$ cat src/rtl/mips_mem_pkg.sv
// Shared types for the unified memory port arbiter.
// Owner and state encodings plus counter widths.
package mips_mem_pkg;

   typedef enum logic [1:0] {
      OWN_NONE,
      OWN_IF,
      OWN_DM
   } owner_t;

   typedef enum logic {
      IDLE,
      RD_WAIT
   } arb_state_t;

   localparam int MAX_LATENCY = 8;
   localparam int LAT_W       = $clog2(MAX_LATENCY + 1);
   localparam int STARVE_W    = 4;

endpackage

$ cat src/rtl/mem_port_arbiter_lat_cnt.sv
// Read-latency down counter for the memory port arbiter.
// Load wins over decrement; holds at zero.
module mem_latency_counter
   import mips_mem_pkg::*;
(
   input  logic             clk,
   input  logic             reset,
   input  logic             load,
   input  logic [LAT_W-1:0] load_val,
   input  logic             dec,
   output logic             zero
);

   logic [LAT_W-1:0] count;

   always_ff @(posedge clk or posedge reset) begin
      if (reset) begin
         count <= '0;
      end else if (load) begin
         count <= load_val;
      end else if (dec && count != '0) begin
         count <= count - LAT_W'(1);
      end
   end

   assign zero = (count == '0);

endmodule

$ cat src/rtl/mem_port_arbiter.sv
// Shares one single-port memory between fetch and load/store.
// DM has priority; a starvation counter forces IF through.
module mem_port_arbiter
   import mips_mem_pkg::*;
#(
   parameter int ADDR_WIDTH   = 32,
   parameter int DATA_WIDTH   = 32,
   parameter int MEM_LATENCY  = 1,
   parameter int STARVE_LIMIT = 4
) (
   input  logic                  clk,
   input  logic                  reset,
   input  logic                  if_req_i,
   input  logic [ADDR_WIDTH-1:0] if_addr_i,
   output logic                  if_gnt_o,
   output logic                  if_rvalid_o,
   output logic [DATA_WIDTH-1:0] if_rdata_o,
   input  logic                  dm_req_i,
   input  logic                  dm_we_i,
   input  logic [ADDR_WIDTH-1:0] dm_addr_i,
   input  logic [DATA_WIDTH-1:0] dm_wdata_i,
   output logic                  dm_gnt_o,
   output logic                  dm_rvalid_o,
   output logic [DATA_WIDTH-1:0] dm_rdata_o,
   output logic                  mem_en_o,
   output logic                  mem_we_o,
   output logic [ADDR_WIDTH-1:0] mem_addr_o,
   output logic [DATA_WIDTH-1:0] mem_wdata_o,
   input  logic [DATA_WIDTH-1:0] mem_rdata_i
);

   localparam logic [LAT_W-1:0] LAT_LOAD =
      LAT_W'(MEM_LATENCY - 1);
   localparam logic [STARVE_W-1:0] STARVE_MAX =
      STARVE_W'(STARVE_LIMIT);

   arb_state_t          state;
   owner_t              owner;
   logic [STARVE_W-1:0] starve_cnt;
   logic                lat_zero;
   logic                rd_done;
   logic                free;
   logic                force_if;
   logic                dm_win;
   logic                if_win;
   logic                rd_grant;

   // The rvalid cycle doubles as a grant slot for back-to-back reads.
   assign rd_done  = (state == RD_WAIT) && lat_zero;
   assign free     = (state == IDLE) || rd_done;
   assign force_if = (starve_cnt == STARVE_MAX);

   assign dm_win = !reset && free && dm_req_i &&
                   !(if_req_i && force_if);
   assign if_win = !reset && free && if_req_i && !dm_win;

   assign rd_grant = if_win || (dm_win && !dm_we_i);

   assign if_gnt_o = if_win;
   assign dm_gnt_o = dm_win;

   assign if_rvalid_o = rd_done && (owner == OWN_IF);
   assign dm_rvalid_o = rd_done && (owner == OWN_DM);
   assign if_rdata_o  = mem_rdata_i;
   assign dm_rdata_o  = mem_rdata_i;

   assign mem_wdata_o = dm_wdata_i;

   always_comb begin
      mem_en_o   = 1'b0;
      mem_we_o   = 1'b0;
      mem_addr_o = if_addr_i;
      unique case (1'b1)
         dm_win: begin
            mem_en_o   = 1'b1;
            mem_we_o   = dm_we_i;
            mem_addr_o = dm_addr_i;
         end
         if_win: begin
            mem_en_o   = 1'b1;
         end
         default: ;
      endcase
   end

   always_ff @(posedge clk or posedge reset) begin
      if (reset) begin
         state      <= IDLE;
         owner      <= OWN_NONE;
         starve_cnt <= '0;
      end else begin
         if (rd_grant) begin
            state <= RD_WAIT;
            owner <= if_win ? OWN_IF : OWN_DM;
         end else if (rd_done) begin
            state <= IDLE;
            owner <= OWN_NONE;
         end
         if (!if_req_i || if_win) begin
            starve_cnt <= '0;
         end else if (dm_win && starve_cnt != STARVE_MAX) begin
            starve_cnt <= starve_cnt + STARVE_W'(1);
         end
      end
   end

   mem_latency_counter u_lat (
      .clk      (clk),
      .reset    (reset),
      .load     (rd_grant),
      .load_val (LAT_LOAD),
      .dec      (state == RD_WAIT),
      .zero     (lat_zero)
   );

endmodule

$ cat config.mk
export PLATFORM = sky130hd
export DESIGN_NAME = mem_port_arbiter
export DESIGN_NICKNAME = d
export VERILOG_FILES = /design/src/rtl/mips_mem_pkg.sv /design/src/rtl/mem_port_arbiter_lat_cnt.sv /design/src/rtl/mem_port_arbiter.sv
export SDC_FILE = /design/constraint.sdc
export NUM_CORES = 1
export LEC_CHECK = 0
export ABC_AREA = 1
export BUFFER_PORTS_ARGS = -buffer_cell sky130_fd_sc_hd__buf_2
export CORE_AREA = 2 2 102 104
export DETAILED_ROUTE_END_ITERATION = 8
export DIE_AREA = 0 0 104 106
export PLACE_DENSITY = 0.59
export SYNTH_ARGS = -nofsm -noshare
export SYNTH_HDL_FRONTEND = slang
export SYNTH_SLANG_ARGS = --single-unit
export TNS_END_PERCENT = 50
$ cat constraint.sdc
create_clock -name clk -period 2.22 [get_ports clk]
set_input_delay 0.444 -clock clk [delete_from_list [all_inputs] [get_ports clk]]
set_output_delay 0.444 -clock clk [all_outputs]
set_load 0.03 [all_outputs]
==> results.yml <==
drt:
  drt_iter0_markers: 71
  dr.pass1.iters: 4
  route.detailed.drc: 0
  wl_per_cell_um: 12.4
  routed_wl_mm: 5.53
  vias_per_cell: 3.90
  ant_nets: 0
  route.vias.total: 1737
synthesis:
  yosys.area_share.simple: 0.313
  synth-compound-area-share: 0.0241
  synth_area_leaders: "buf_4, nand2_1, dfrtp_1"
  synthAdderAreaFrac: 0.0275
  yosysWarnings: 0
  syn_area_mm2: 0.00182
  yosysUniqueCellTypes: 22
  synth_top_family_by_area: "buffers and inverters"
  synth_xor_area_frac: 0.0241
  synthMuxAreaShare: 0
  syn_nets: 417
  synth.top_cell.area_share: 0.409
  synth-seq-cells: 11
  yosysSeqAreaShare: 0.151
  avgSynthCellArea_um2: 6.49
  synth_top_area_cell: "buf_4"
  syn_inst: 280
global_routing:
  gr-usage-all-layers: 0.0872
  grt_pass1_wl_mm: 7.90
  grt_pass1_vias: 1685
  grt_start_max_net_pins: 37
  antenna_found_initial: 0
  overflow: 0
placed_design:
  port_buffers: 106
  dp.final_hpwl_mm: 3.87
  post-place-cells: 423
  place_congestion: 0.715
  dpl-instance-area_mm2: 0.00176
clocking:
  postCtsHoldBufs: 0
  cts_root_buf: "clkbuf_8"
  clock_latency_ps: 240
  cts_buffers: 3
  clk_pin_slew_worst_paths_ps: 60
  clock_path_buffers: 2
  htreeDepth: 1
  tritoncts: "built"
  clock-sinks: 11
power:
  p_leak_nw: 1.34
  vdd.ir_drop.worst_mv: 0.161
  cellPowerDensity_mw_per_mm2: 376
sta:
  finalCritPeriodShare: 1.02
  worst_slack_ps: -44.1
  slew_viol_final: 0
  fin_crit_ps: 2260
  finalClockSkew_ps: 4.55
  worstMarginPinSlew_ps: 269
  slew-limit-headroom: 0.821
  rsz0062_at_grt: "true"
  finalSetupViolations: 22
  hold_viol: 0
  fmax_ghz: 0.442
worst_hold_path:
  hp-class: "in -> async"
setup_path:
  critPathKind: "reg -> out"
  required_ps: 1780
  path_common_cell: "nand2_4"
  worst_setup_path_end_kind: "output port"
  regToRegSetupSlack_ps: 620
  critPathMaxStageDelay_ps: 390
  startpoint_type: "flop"
  worstPathCellList: "inv_2 -> ha_4 -> nand2_4 -> nand2_4 -> nand2_4 -> nor2_8 -> buf_12 -> clkinv_16 -> nand2_1 -> nand2_1 -> buf_4"
  cp_max_fo: 18
  worstPathArrival_ps: 1820
  crit_path_top_delay_cell: "dfrtp_1"
status:
  violations: "setup timing"
  status: "finished, violations left"
floorplanning:
  fp.dieH_um: 106
  die_x_um: 104
  io_pins: 267
  rows: 37
  die_area_mm2: 0.0110
  start_util: 0.182
  design.core.area_mm2: 0.0100
cells_and_area:
  seq_area_um2: 275
  final_area_mm2: 0.00232
  num_antenna_cells: 0
  multiInputGateArea_um2: 787
  drive_gt1_frac: 0.515
  finalNetCount: 447
  area_delta_synth_final_pct: 27.4
  num-fill-cells: 1125
  finalNonFillerCells: 445
run:
  max-cap-violations: 0
[per-layer routing]
layer | part of all wire | routed length [um] | global-route usage | vias to the layer above
met5 | 0 | 0 | 0 | -
met4 | 0.034 | 187 | 0.0444 | 0
met3 | 0.10 | 568 | 0.0307 | 36
met2 | 0.52 | 2880 | 0.161 | 121
met1 | 0.34 | 1890 | 0.0865 | 775
li1 | - | - | - | 805
[worst paths after layout]
check                                     from              to  depth (start not counted)
worst max-delay path            u_lat.count[1]   mem_addr_o[2]                         11
worst min register to register        owner[1]        owner[1]                          2
worst max register to register  u_lat.count[1]   starve_cnt[1]                         11
max in group asynchronous                reset        owner[1]                          3
min in group clk                       dm_we_i        owner[1]                          3
worst min-delay path                     reset  u_lat.count[1]                          3
[through the flow]
step | hold WS [ps] | total power (W) | util | worst slack [ps] | TNS, ps
final | 290 | 0.000871 | 0.232 | -44.1 | -335
after global placement | 488 | 0.000543 | 0.176 | 94.0 | 0
after floorplan | 328 | 0.000745 | - | 259 | 0
after global routing | 327 | 0.000920 | 0.232 | -127 | -3260
after detailed placement | 503 | 0.000547 | 0.176 | 27.4 | 0
after CTS | 292 | 0.000837 | 0.214 | -14.3 | -85.0
[cells by family (layout without fill, tap and decap cells)]
logic type | after synthesis | after routing
AOI/OAI and AO/OA | 7 | 7
xor gates and xnor gates | 5 | 5
adders and majority gates | 4 | 4
buffers and inverters | 117 | 146
DFF | 11 | 11
and+or+nand+nor | 136 | 136
[synthesized netlist by cell type]
cell / n
or2_0: 1
nand2_2: 2
nand2_4: 2
inv_4: 1
nand4_1: 1
inv_1: 14
o21a_1: 1
xor2_1: 5
nor3_1: 2
nor2_1: 7
a21oi_2: 1
nand2_1: 109
nand3_1: 10
nor2_2: 1
ha_1: 4
buf_4: 99
buf_6: 3
nor2_8: 1
o21ai_0: 1
a21boi_0: 1
dfrtp_1: 11
a21oi_1: 3
[final cells by class]
class                           instances  share of cell area
Timing Repair Buffer                  126               0.408
Multi-Input combinational cell        152               0.340
Sequential cell                        11               0.119
Tap cell                              136              0.0735
Inverter                               15              0.0357
Clock buffer                            4              0.0194
Timing Repair inverter                  1             0.00486
[power breakdown]
part / switching [W] / leakage [nW] / total, W / internal (W)
logic: 0.000252 / 1.17 / 0.000449 / 0.000197
clock network: 0.0000839 / 0.0228 / 0.000211 / 0.000127
registers: 0.00000496 / 0.150 / 0.000212 / 0.000207
[critical path, delay by kind of cell (launching register included)]
| family | cells | cell delay, ps |
|---|---|---|
| adder cells (fa/ha/maj) | 1 | 150 |
| buffers and inverters | 4 | 520 |
| flip-flops | 1 | 390 |
| AND/OR/NAND/NOR | 6 | 510 |
[cells in the final DEF (no fill, tap or decap), types with 2 or more instances in the layout]
master / count
inv_1: 11
buf_12: 2
buf_4: 17
nand3_1: 10
nand2_2: 13
dfrtp_1: 11
nor2_1: 7
a21oi_1: 3
buf_6: 27
nand2_1: 93
nand2_4: 7
ha_1: 2
nor3_1: 2
buf_8: 3
xor2_1: 5
buf_2: 75
inv_2: 3
clkbuf_8: 3
[state kept, by name (all words and copies together) (netlist names)]
name / flops
owner: 2
u_lat.count: 4
starve_cnt: 4
state: 1
[what timing repair did]
| action | 4_1_cts | 5_1_grt |
|---|---|---|
| gates cloned | 1 | 2 |
| resized for setup | 64 | 37 |
| setup buffers | 10 | 5 |
| pin swaps | 9 | 4 |
| endpoints found under the setup margin | 32 | 33 |
Power figures use the tool's default switching activity.
